File: config.mk
export PLATFORM = sky130hd
export DESIGN_NAME = led_rate_detector
export DESIGN_NICKNAME = d
export VERILOG_FILES = /design/src/rtl/led_blink_pkg.sv /design/src/rtl/sync_2ff.sv /design/src/rtl/led_rate_detector.sv
export SDC_FILE = /design/constraint.sdc
export NUM_CORES = 1
export LEC_CHECK = 0
export CAP_MARGIN = 40
export CELL_PAD_IN_SITES_DETAIL_PLACEMENT = 0
export CELL_PAD_IN_SITES_GLOBAL_PLACEMENT = 1
export CORE_AREA = 2 2 121 123
export CTS_BUF_LIST = sky130_fd_sc_hd__clkbuf_16
export DETAILED_ROUTE_END_ITERATION = 8
export DIE_AREA = 0 0 123 125
export PLACE_DENSITY_LB_ADDON = 0.1
export SYNTH_ARGS = -nofsm -noshare
export SYNTH_HDL_FRONTEND = slang
export SYNTH_SLANG_ARGS = --single-unit
File: constraint.sdc
create_clock -name clock -period 9.3 [get_ports clock]
set_clock_uncertainty 0.15 [all_clocks]
set_input_delay 1.86 -clock clock [delete_from_list [all_inputs] [get_ports clock]]
set_output_delay 1.86 -clock clock [all_outputs]
set_load 0.03 [all_outputs]
File: src/rtl/led_blink_pkg.sv
`default_nettype none
// ============================================================================
//  Module   : led_blink_pkg
//  Purpose  : Definitions shared by the LED blinker and the LED rate detector.
//             Holds the {sw1,sw2} rate codes, the default half-period counts,
//             the detector FSM state type and the bin-match helper.
//  Ports    : none (package)
//  Revision : 1.0  initial release
// ============================================================================
package led_blink_pkg;

   // Rate codes in the blinker's {sw1,sw2} encoding
   localparam logic [1:0] RATE_100HZ = 2'b00;
   localparam logic [1:0] RATE_50HZ  = 2'b01;
   localparam logic [1:0] RATE_10HZ  = 2'b10;
   localparam logic [1:0] RATE_1HZ   = 2'b11;

   // Default half-period counts, in clocks
   localparam int unsigned DEF_COUNT_100HZ    = 250_000;
   localparam int unsigned DEF_COUNT_50HZ     = 500_000;
   localparam int unsigned DEF_COUNT_10HZ     = 2_500_000;
   localparam int unsigned DEF_COUNT_1HZ      = 25_000_000;
   localparam int unsigned DEF_TOL_SHIFT      = 4;
   localparam int unsigned DEF_TIMEOUT_CYCLES = 50_000_000;

   // Rate detector FSM states
   typedef enum logic [1:0] {
      ST_SEARCH  = 2'd0,
      ST_CONFIRM = 2'd1,
      ST_LOCKED  = 2'd2
   } rate_det_state_t;

   // True when meas lies within centre +/- (centre >> shift).
   // Evaluated in 33 bits so centre + tolerance can never wrap.
   function automatic logic in_rate_bin(input logic [31:0] meas,
                                        input logic [31:0] centre,
                                        input int unsigned shift);
      logic [32:0] tol;
      logic [32:0] lo;
      logic [32:0] hi;
      tol = {1'b0, centre >> shift};
      lo  = {1'b0, centre} - tol;
      hi  = {1'b0, centre} + tol;
      return ({1'b0, meas} >= lo) && ({1'b0, meas} <= hi);
   endfunction

endpackage
`default_nettype wire

File: src/rtl/sync_2ff.sv
`default_nettype none
// ============================================================================
//  Module   : sync_2ff
//  Purpose  : Generic 1-bit two-flop synchronizer for asynchronous inputs
//             (blink line, switches, enables).
//  Ports    : clock    - destination clock
//             reset_n  - asynchronous active-low reset, flops clear to 0
//             d        - asynchronous input
//             q        - synchronized output (two clocks of latency)
//  Revision : 1.0  initial release
// ============================================================================
module sync_2ff (
   input  logic clock,
   input  logic reset_n,
   input  logic d,
   output logic q
);

   logic meta;

   always_ff @(posedge clock or negedge reset_n) begin
      if (!reset_n) begin
         meta <= 1'b0;
         q    <= 1'b0;
      end else begin
         meta <= d;
         q    <= meta;
      end
   end

endmodule
`default_nettype wire

File: src/rtl/led_rate_detector.sv
`default_nettype none
// ============================================================================
//  Module   : led_rate_detector
//  Purpose  : Measures the half-period of an incoming blink signal and
//             classifies it into one of four rates (100/50/10/1 Hz), reporting
//             the locked rate code in the blinker's {sw1,sw2} encoding.
//  Ports    : clock       - single clock, rising edge
//             reset_n     - asynchronous active-low reset
//             blink_in    - asynchronous blinking input
//             rate        - locked rate code (00=100Hz .. 11=1Hz)
//             locked      - rate valid (two consecutive matching measurements)
//             no_signal   - no edge seen for TIMEOUT_CYCLES clocks
//             half_period - last measured half-period, in clocks
//             meas_valid  - one-cycle pulse when half_period updates
//  Revision : 1.0  initial release
// ============================================================================
module led_rate_detector
   import led_blink_pkg::*;
#(
   parameter int unsigned COUNT_100HZ    = DEF_COUNT_100HZ,
   parameter int unsigned COUNT_50HZ     = DEF_COUNT_50HZ,
   parameter int unsigned COUNT_10HZ     = DEF_COUNT_10HZ,
   parameter int unsigned COUNT_1HZ      = DEF_COUNT_1HZ,
   parameter int unsigned TOL_SHIFT      = DEF_TOL_SHIFT,
   parameter int unsigned TIMEOUT_CYCLES = DEF_TIMEOUT_CYCLES
) (
   input  logic        clock,
   input  logic        reset_n,
   input  logic        blink_in,
   output logic [1:0]  rate,
   output logic        locked,
   output logic        no_signal,
   output logic [31:0] half_period,
   output logic        meas_valid
);

   localparam logic [31:0] TIMEOUT_C = 32'(TIMEOUT_CYCLES);

   // -------------------------------------------------------------------------
   // Input synchronization and edge flag
   // -------------------------------------------------------------------------
   logic blink_sync;
   logic blink_prev;
   logic edge_flag;

   sync_2ff u_sync (
      .clock   (clock),
      .reset_n (reset_n),
      .d       (blink_in),
      .q       (blink_sync)
   );

   // The edge flag is registered so the counter stage sees a clean one-cycle
   // strobe, two clocks after the input change is first sampled.
   always_ff @(posedge clock or negedge reset_n) begin
      if (!reset_n) begin
         blink_prev <= 1'b0;
         edge_flag  <= 1'b0;
      end else begin
         blink_prev <= blink_sync;
         edge_flag  <= blink_sync ^ blink_prev;
      end
   end

   // -------------------------------------------------------------------------
   // Half-period counter and measurement register
   // -------------------------------------------------------------------------
   logic [31:0] cnt;
   logic        armed;        // a timing reference edge has been seen
   logic        timeout_hit;

   // An edge in the same cycle always wins over the timeout.
   assign timeout_hit = (cnt == TIMEOUT_C) && !edge_flag;

   always_ff @(posedge clock or negedge reset_n) begin
      if (!reset_n) begin
         cnt         <= '0;
         armed       <= 1'b0;
         half_period <= '0;
         meas_valid  <= 1'b0;
         no_signal   <= 1'b0;
      end else begin
         meas_valid <= 1'b0;
         if (edge_flag) begin
            // cnt holds N-1 when edges are N cycles apart, so report cnt+1
            cnt       <= '0;
            armed     <= 1'b1;
            no_signal <= 1'b0;
            if (armed) begin
               half_period <= cnt + 32'd1;
               meas_valid  <= 1'b1;
            end
         end else begin
            if (cnt != TIMEOUT_C) begin
               cnt <= cnt + 32'd1;
            end
            if (timeout_hit) begin
               // Next edge only restarts timing
               no_signal <= 1'b1;
               armed     <= 1'b0;
            end
         end
      end
   end

   // -------------------------------------------------------------------------
   // Classifier: four parallel window comparators on the measurement register,
   // lowest code taking priority should windows ever overlap.
   // -------------------------------------------------------------------------
   logic [3:0] bin_match;
   logic       bin_hit;
   logic [1:0] bin_code;

   assign bin_match[0] = in_rate_bin(half_period, 32'(COUNT_100HZ), TOL_SHIFT);
   assign bin_match[1] = in_rate_bin(half_period, 32'(COUNT_50HZ),  TOL_SHIFT);
   assign bin_match[2] = in_rate_bin(half_period, 32'(COUNT_10HZ),  TOL_SHIFT);
   assign bin_match[3] = in_rate_bin(half_period, 32'(COUNT_1HZ),   TOL_SHIFT);

   always_comb begin
      bin_hit  = 1'b1;
      bin_code = RATE_100HZ;
      if (bin_match[0]) begin
         bin_code = RATE_100HZ;
      end else if (bin_match[1]) begin
         bin_code = RATE_50HZ;
      end else if (bin_match[2]) begin
         bin_code = RATE_10HZ;
      end else if (bin_match[3]) begin
         bin_code = RATE_1HZ;
      end else begin
         bin_hit = 1'b0;
      end
   end

   // -------------------------------------------------------------------------
   // Lock FSM. rate only changes on entry to LOCKED and is held otherwise.
   // -------------------------------------------------------------------------
   rate_det_state_t state;
   logic [1:0]      cand;

   always_ff @(posedge clock or negedge reset_n) begin
      if (!reset_n) begin
         state  <= ST_SEARCH;
         cand   <= RATE_100HZ;
         rate   <= RATE_100HZ;
         locked <= 1'b0;
      end else if (timeout_hit) begin
         state  <= ST_SEARCH;
         locked <= 1'b0;
      end else if (meas_valid) begin
         case (state)
            ST_SEARCH: begin
               if (bin_hit) begin
                  state <= ST_CONFIRM;
                  cand  <= bin_code;
               end
            end
            ST_CONFIRM: begin
               if (!bin_hit) begin
                  state <= ST_SEARCH;
               end else if (bin_code == cand) begin
                  state  <= ST_LOCKED;
                  rate   <= cand;
                  locked <= 1'b1;
               end else begin
                  cand <= bin_code;
               end
            end
            ST_LOCKED: begin
               if (!bin_hit) begin
                  state  <= ST_SEARCH;
                  locked <= 1'b0;
               end else if (bin_code != rate) begin
                  state  <= ST_CONFIRM;
                  cand   <= bin_code;
                  locked <= 1'b0;
               end
            end
            default: begin
               state  <= ST_SEARCH;
               locked <= 1'b0;
            end
         endcase
      end
   end

endmodule
`default_nettype wire

Word-level counts from Yosys, hierarchy flattened
Index checks and enable logic that the tools add are counted.
- input bits: 3
- logic and storage cells: 94
- output and inout bits: 37
- register bits after elaboration: 78
- bitwise logic cells: 2
- eq/ne operators: 17
- $lt $le $gt $ge: 8
- reductions and logical operators: 16
- add/sub/neg operators: 1
- mux-type cells: 37
- operators by type and width (kind ; number):
    32-bit two-way mux ; 2
    32-bit by 1-bit adder with 32-bit output, second input constant ; 1
    32-bit by 26-bit == test with 1-bit output, second input constant ; 1
    32-bit by 18-bit greater-or-equal comparator with 1-bit output, second input constant ; 1
    32-bit by 19-bit greater-or-equal comparator with 1-bit output, second input constant ; 1
    32-bit by 22-bit greater-or-equal comparator with 1-bit output, second input constant ; 1
    32-bit by 25-bit greater-or-equal comparator with 1-bit output, second input constant ; 1
    32-bit by 19-bit <= comparator with 1-bit output, second input constant ; 1
    32-bit by 20-bit <= comparator with 1-bit output, second input constant ; 1
    32-bit by 22-bit <= comparator with 1-bit output, second input constant ; 1
    32-bit by 25-bit <= comparator with 1-bit output, second input constant ; 1
    2-bit two-way mux ; 16
    32-bit by 26-bit != test with 1-bit output, second input constant ; 1
    1-bit two-way mux ; 16
    2-bit != test, second input constant ; 6
    2-bit case mux with 3 select lines ; 2
    5-bit AND reduction ; 2
    3-bit != test, second input constant ; 3
    4-bit != test, second input constant ; 2
    8-bit AND reduction ; 1
    2-bit nonzero test ; 3
    1-bit logical AND ; 5
    4-bit AND reduction ; 1
    1-bit case mux with 3 select lines ; 1
    other kinds (10) ; 10

Logic depth before layout (Yosys ltp)
- depth after elaboration: 12
- mapped depth: 10
- depth with buffers taken out: 10

Modules after synthesis
Synthesis repeated with hierarchy kept, for this count alone.
- cell total of the unflattened synthesis: 474
- area total of the unflattened synthesis: 4279.1 um^2
- modules (own cells, without submodules) (module ; instances ; sequential area each (um^2) ; area each (um^2) ; cells an instance):
    led_rate_detector ; 1 ; 1901.8 ; 4229.1 ; 472
    sync_2ff ; 1 ; 50.0 ; 50.0 ; 2

Worst setup path before layout
No wires, ideal clock.
- kind: flip-flop to flip-flop
- start: register half_period[7]
- end: register rate[0]
- period minus slack after synthesis: 3.130 ns
- library setup time: 0.125 ns
- slack: 6.170 ns
- cell stages (with the launch flop): 10
- required time: 9.025 ns
- buffers on the path: 1
- arrival time: 2.854 ns
- cells stage by stage: dfrtp_1 -> buf_4 -> nand2_2 -> or4_4 -> o31a_1 -> o31a_1 -> o21a_1 -> o311a_4 -> and4_4 -> mux2_4
- longest elaborated chain between the ends: 8
- elaborated cells on any way between the ends: 22
- those cells by class: order compare: 8; eq/ne: 1; mux: 8; reduce/logical: 5
- ends and longest elaborated chain (item ; RTL line ; source):
    start, declared ; led_rate_detector.sv:33 ; output logic [31:0] half_period,
    start signal, assigned ; led_rate_detector.sv:90 ; half_period <= cnt + 32'd1;
    32-bit by 25-bit greater-or-equal comparator with 1-bit output or 32-bit by 25-bit <= comparator with 1-bit output (tied branches) ; led_blink_pkg.sv:44 ; return ({1'b0, meas} >= lo) && ({1'b0, meas} <= hi);
    1-bit logical AND ; led_blink_pkg.sv:44 ;
    2-bit two-way mux ; led_rate_detector.sv:128 ; end else if (bin_match[3]) begin
    2-bit two-way mux ; led_rate_detector.sv:126 ; end else if (bin_match[2]) begin
    2-bit two-way mux ; led_rate_detector.sv:124 ; end else if (bin_match[1]) begin
    2-bit two-way mux ; led_rate_detector.sv:122 ; if (bin_match[0]) begin
    2-bit == test ; led_rate_detector.sv:161 ; end else if (bin_code == cand) begin
    5-bit AND reduction (no line) (*) ; - ;
    end signal, assigned ; led_rate_detector.sv:163 ; rate <= cand;
    end, declared ; led_rate_detector.sv:30 ; output logic [1:0] rate,
Every way passes the cells marked *; elsewhere a longest branch is shown, timed or not.
A chain may end at the register's enable or synchronous reset.

Worst setup path in the final report
- start: register half_period[13]
- end: output half_period[13]
No word-level cell between the ends.

==> metrics <==
status complete, no violations; most common cell after layout, fill and taps aside nor2_1; Num CTS Buffers 9; worst rel slew slack 51.0%; Slew @ Worst Pin 0.735 ns; #FFs+latches synth 78; Die ar. 15,400 um^2; DR iter-0 viols 371; Mapped Nets 462; CTS tree built; max frequency 269 MHz; slowest stage cell, crit path clkdlybuf4s50_1; later-pin clock latency in the skew report ~0.34 ns; Setup Fix Bufs, Post-CTS 0; Peak supply drop between 0.08 and 0.09 mV; post-synthesis cell count 457; cell family with most CP delay buffers and inverters; global route overflow 0; final hold violation count 0; Synth Cell Area around 4000 um^2; DR DRC count 0; antenna-violating nets left 0; Syn Area/Cell 9.01 um^2; vias in the first global route 3,374; sequential area share after synthesis 47.4%; element type at the critical path end primary output; static leakage approximately 2 nW; Layout Nets about 490; first-pass GRT wire length just under 20,000 um; area leader, netlist dfrtp_1; drt wl/cell 17.5 um; Initial Utilization 29.0%; Final min period 3.72 ns; Main synth FF type dfrtp_1; Critical Path Fanout Max 11; asr flop ratio synth 100%; Distinct cells, synth 61; width of the die 123 um; max-slew violation count 0; setup TNS 0 ns; worst hold path type flop to flop; most frequent cells in the layout 90 x nor2_1, 78 x dfrtp_1, 41 x a21oi_1, 38 x clkdlybuf4s50_1, 28 x nand2_1; Post-CTS Hold Fix Bufs 0; # clock sinks between 70 and 80; Syn-to-layout area delta 20.0%; routed via count 3,484; Largest stage delay, worst path 0.75 ns; final WL between 10,000 and 15,000 um; CTS resizes 0; Final Core Density about a third; H-tree Lvls 3; MaxCap Viol Count 0; # IOs 40; Die Span Y 125 um; share of layout cells above drive strength 1 6.75%; Synth top area share 47.4%; gr usage total 16.4%; number of enable flip-flop cells after synthesis 0; fin crit share around 40%; pin count of the biggest net entering global routing 50; Core Box Area 14,200 um^2; clk buf depth 2; final setup fails 0; Critical Path, Cell by Cell clkdlybuf4s50_1; ANT cells 0; CP required 7.29 ns; WP buf/inv 1; vias per inst 5.18; crit path kind flop to primary output; Detailed Place HPWL 8500 um; crit path DAT approximately 1.7 ns; initial antenna violation count 0; clk root buf clkbuf_16; most area-consuming cells after synthesis dfrtp_1 47%, nor2_1 8.2%, a21oi_1 5.0%; # rows 44; DRT Pass-1 Iters 4; RSZ-0062 raised after global routing no; Ys Warns 0; PwrDens between 150 and 200 nW/um^2; crit path launch type flop; GP Congestion around 0.78; Reg clk slew, reported paths about 0.060 ns; Port Buf Inserts 39
## metrics by stage
stage / instance area [um^2] / setup slack, ns / hold WS, ns / total power [mW] / cells
after CTS: 4940 / 5.55 / 0.205 / 0.983 / 673
after floorplan: 4120 / 6.17 / 0.181 / 0.540 / 457
after detailed placement: 4650 / 5.93 / 0.193 / 0.630 / 657
final: 4940 / 5.58 / 0.201 / 0.971 / 673
after global placement: 4650 / 5.93 / 0.186 / 0.632 / 657
after global routing: 4940 / 5.52 / 0.210 / 1.02 / 673
## cell usage after synthesis, types with 3 or more instances
cell type	n
nor2_1	90
dfrtp_1	78
a21oi_1	41
nand2_1	28
nand3_1	23
xor2_1	20
clkbuf_1	18
xnor2_1	14
nand4_1	13
nor3_1	11
inv_1	10
and3_1	8
nor4_1	7
o21ai_0	6
nand2b_1	5
nor4b_1	5
a211oi_1	4
mux2_2	4
o211ai_1	4
o21ai_1	4
or2_2	4
a21o_1	3
a311oi_1	3
a31oi_1	3
and2_1	3
buf_2	3
or3_1	3
## registers in the layout, indices dropped and copies added, names as in the netlist
register     count
half_period     32
cand             2
locked           1
meas_valid       1
no_signal        1
u_sync.q         1
cnt             32
state            2
blink_prev       1
edge_flag        1
rate             2
armed            1
u_sync.meta      1
## worst paths after layout
path | start | to | slack [ns] | depth (start not counted)
worst max-delay path | half_period[13] | half_period[13] | 5.58 | 1
worst min-delay path | u_sync.meta | u_sync.q | 0.20 | 0
worst max register to register | half_period[11] | rate[1] | 6.07 | 9
worst min register to register | u_sync.meta | u_sync.q | 0.20 | 0
max in group asynchronous | reset_n | cnt[13] | 6.70 | 2
min in group asynchronous | reset_n | half_period[12] | 1.30 | 1
## layout make-up
class / count / area (um^2)
fillers: 1482 / 9270
multi-input cells: 344 / 2030
flip-flops and latches: 78 / 1950
repair buffers: 41 / 403
well taps: 184 / 230
clock buffers: 9 / 225
clock inverters: 7 / 65.1
inverters: 10 / 37.5
## where the power goes
group | internal (mW) | total, mW | switching, mW | leakage [nW]
sequential | 0.365 | 0.427 | 0.0616 | 1.02
combinational | 0.0788 | 0.196 | 0.117 | 0.821
clock | 0.205 | 0.348 | 0.143 | 0.133
total | 0.649 | 0.971 | 0.322 | 1.97
## per-layer routing
metal	vias to the layer above	part of all wire [%]	track usage, %
met3	24	3.0	2.74
met4	0	3.0	7.82
met2	74	46	24.0
met5	-	0	0
li1	1674	-	-
met1	1712	48	23.5
## kinds of logic after synthesis
family / after synthesis / synth area share (%)
buf+inv: 35 / 3.40
xor+xnor: 34 / 7.23
mux: 7 / 2.07
simple gates: 215 / 25.8
flops: 78 / 47.4
fa+ha+maj: 2 / 0.608
compound gates: 86 / 13.5
Power figures use the tool's default switching activity.
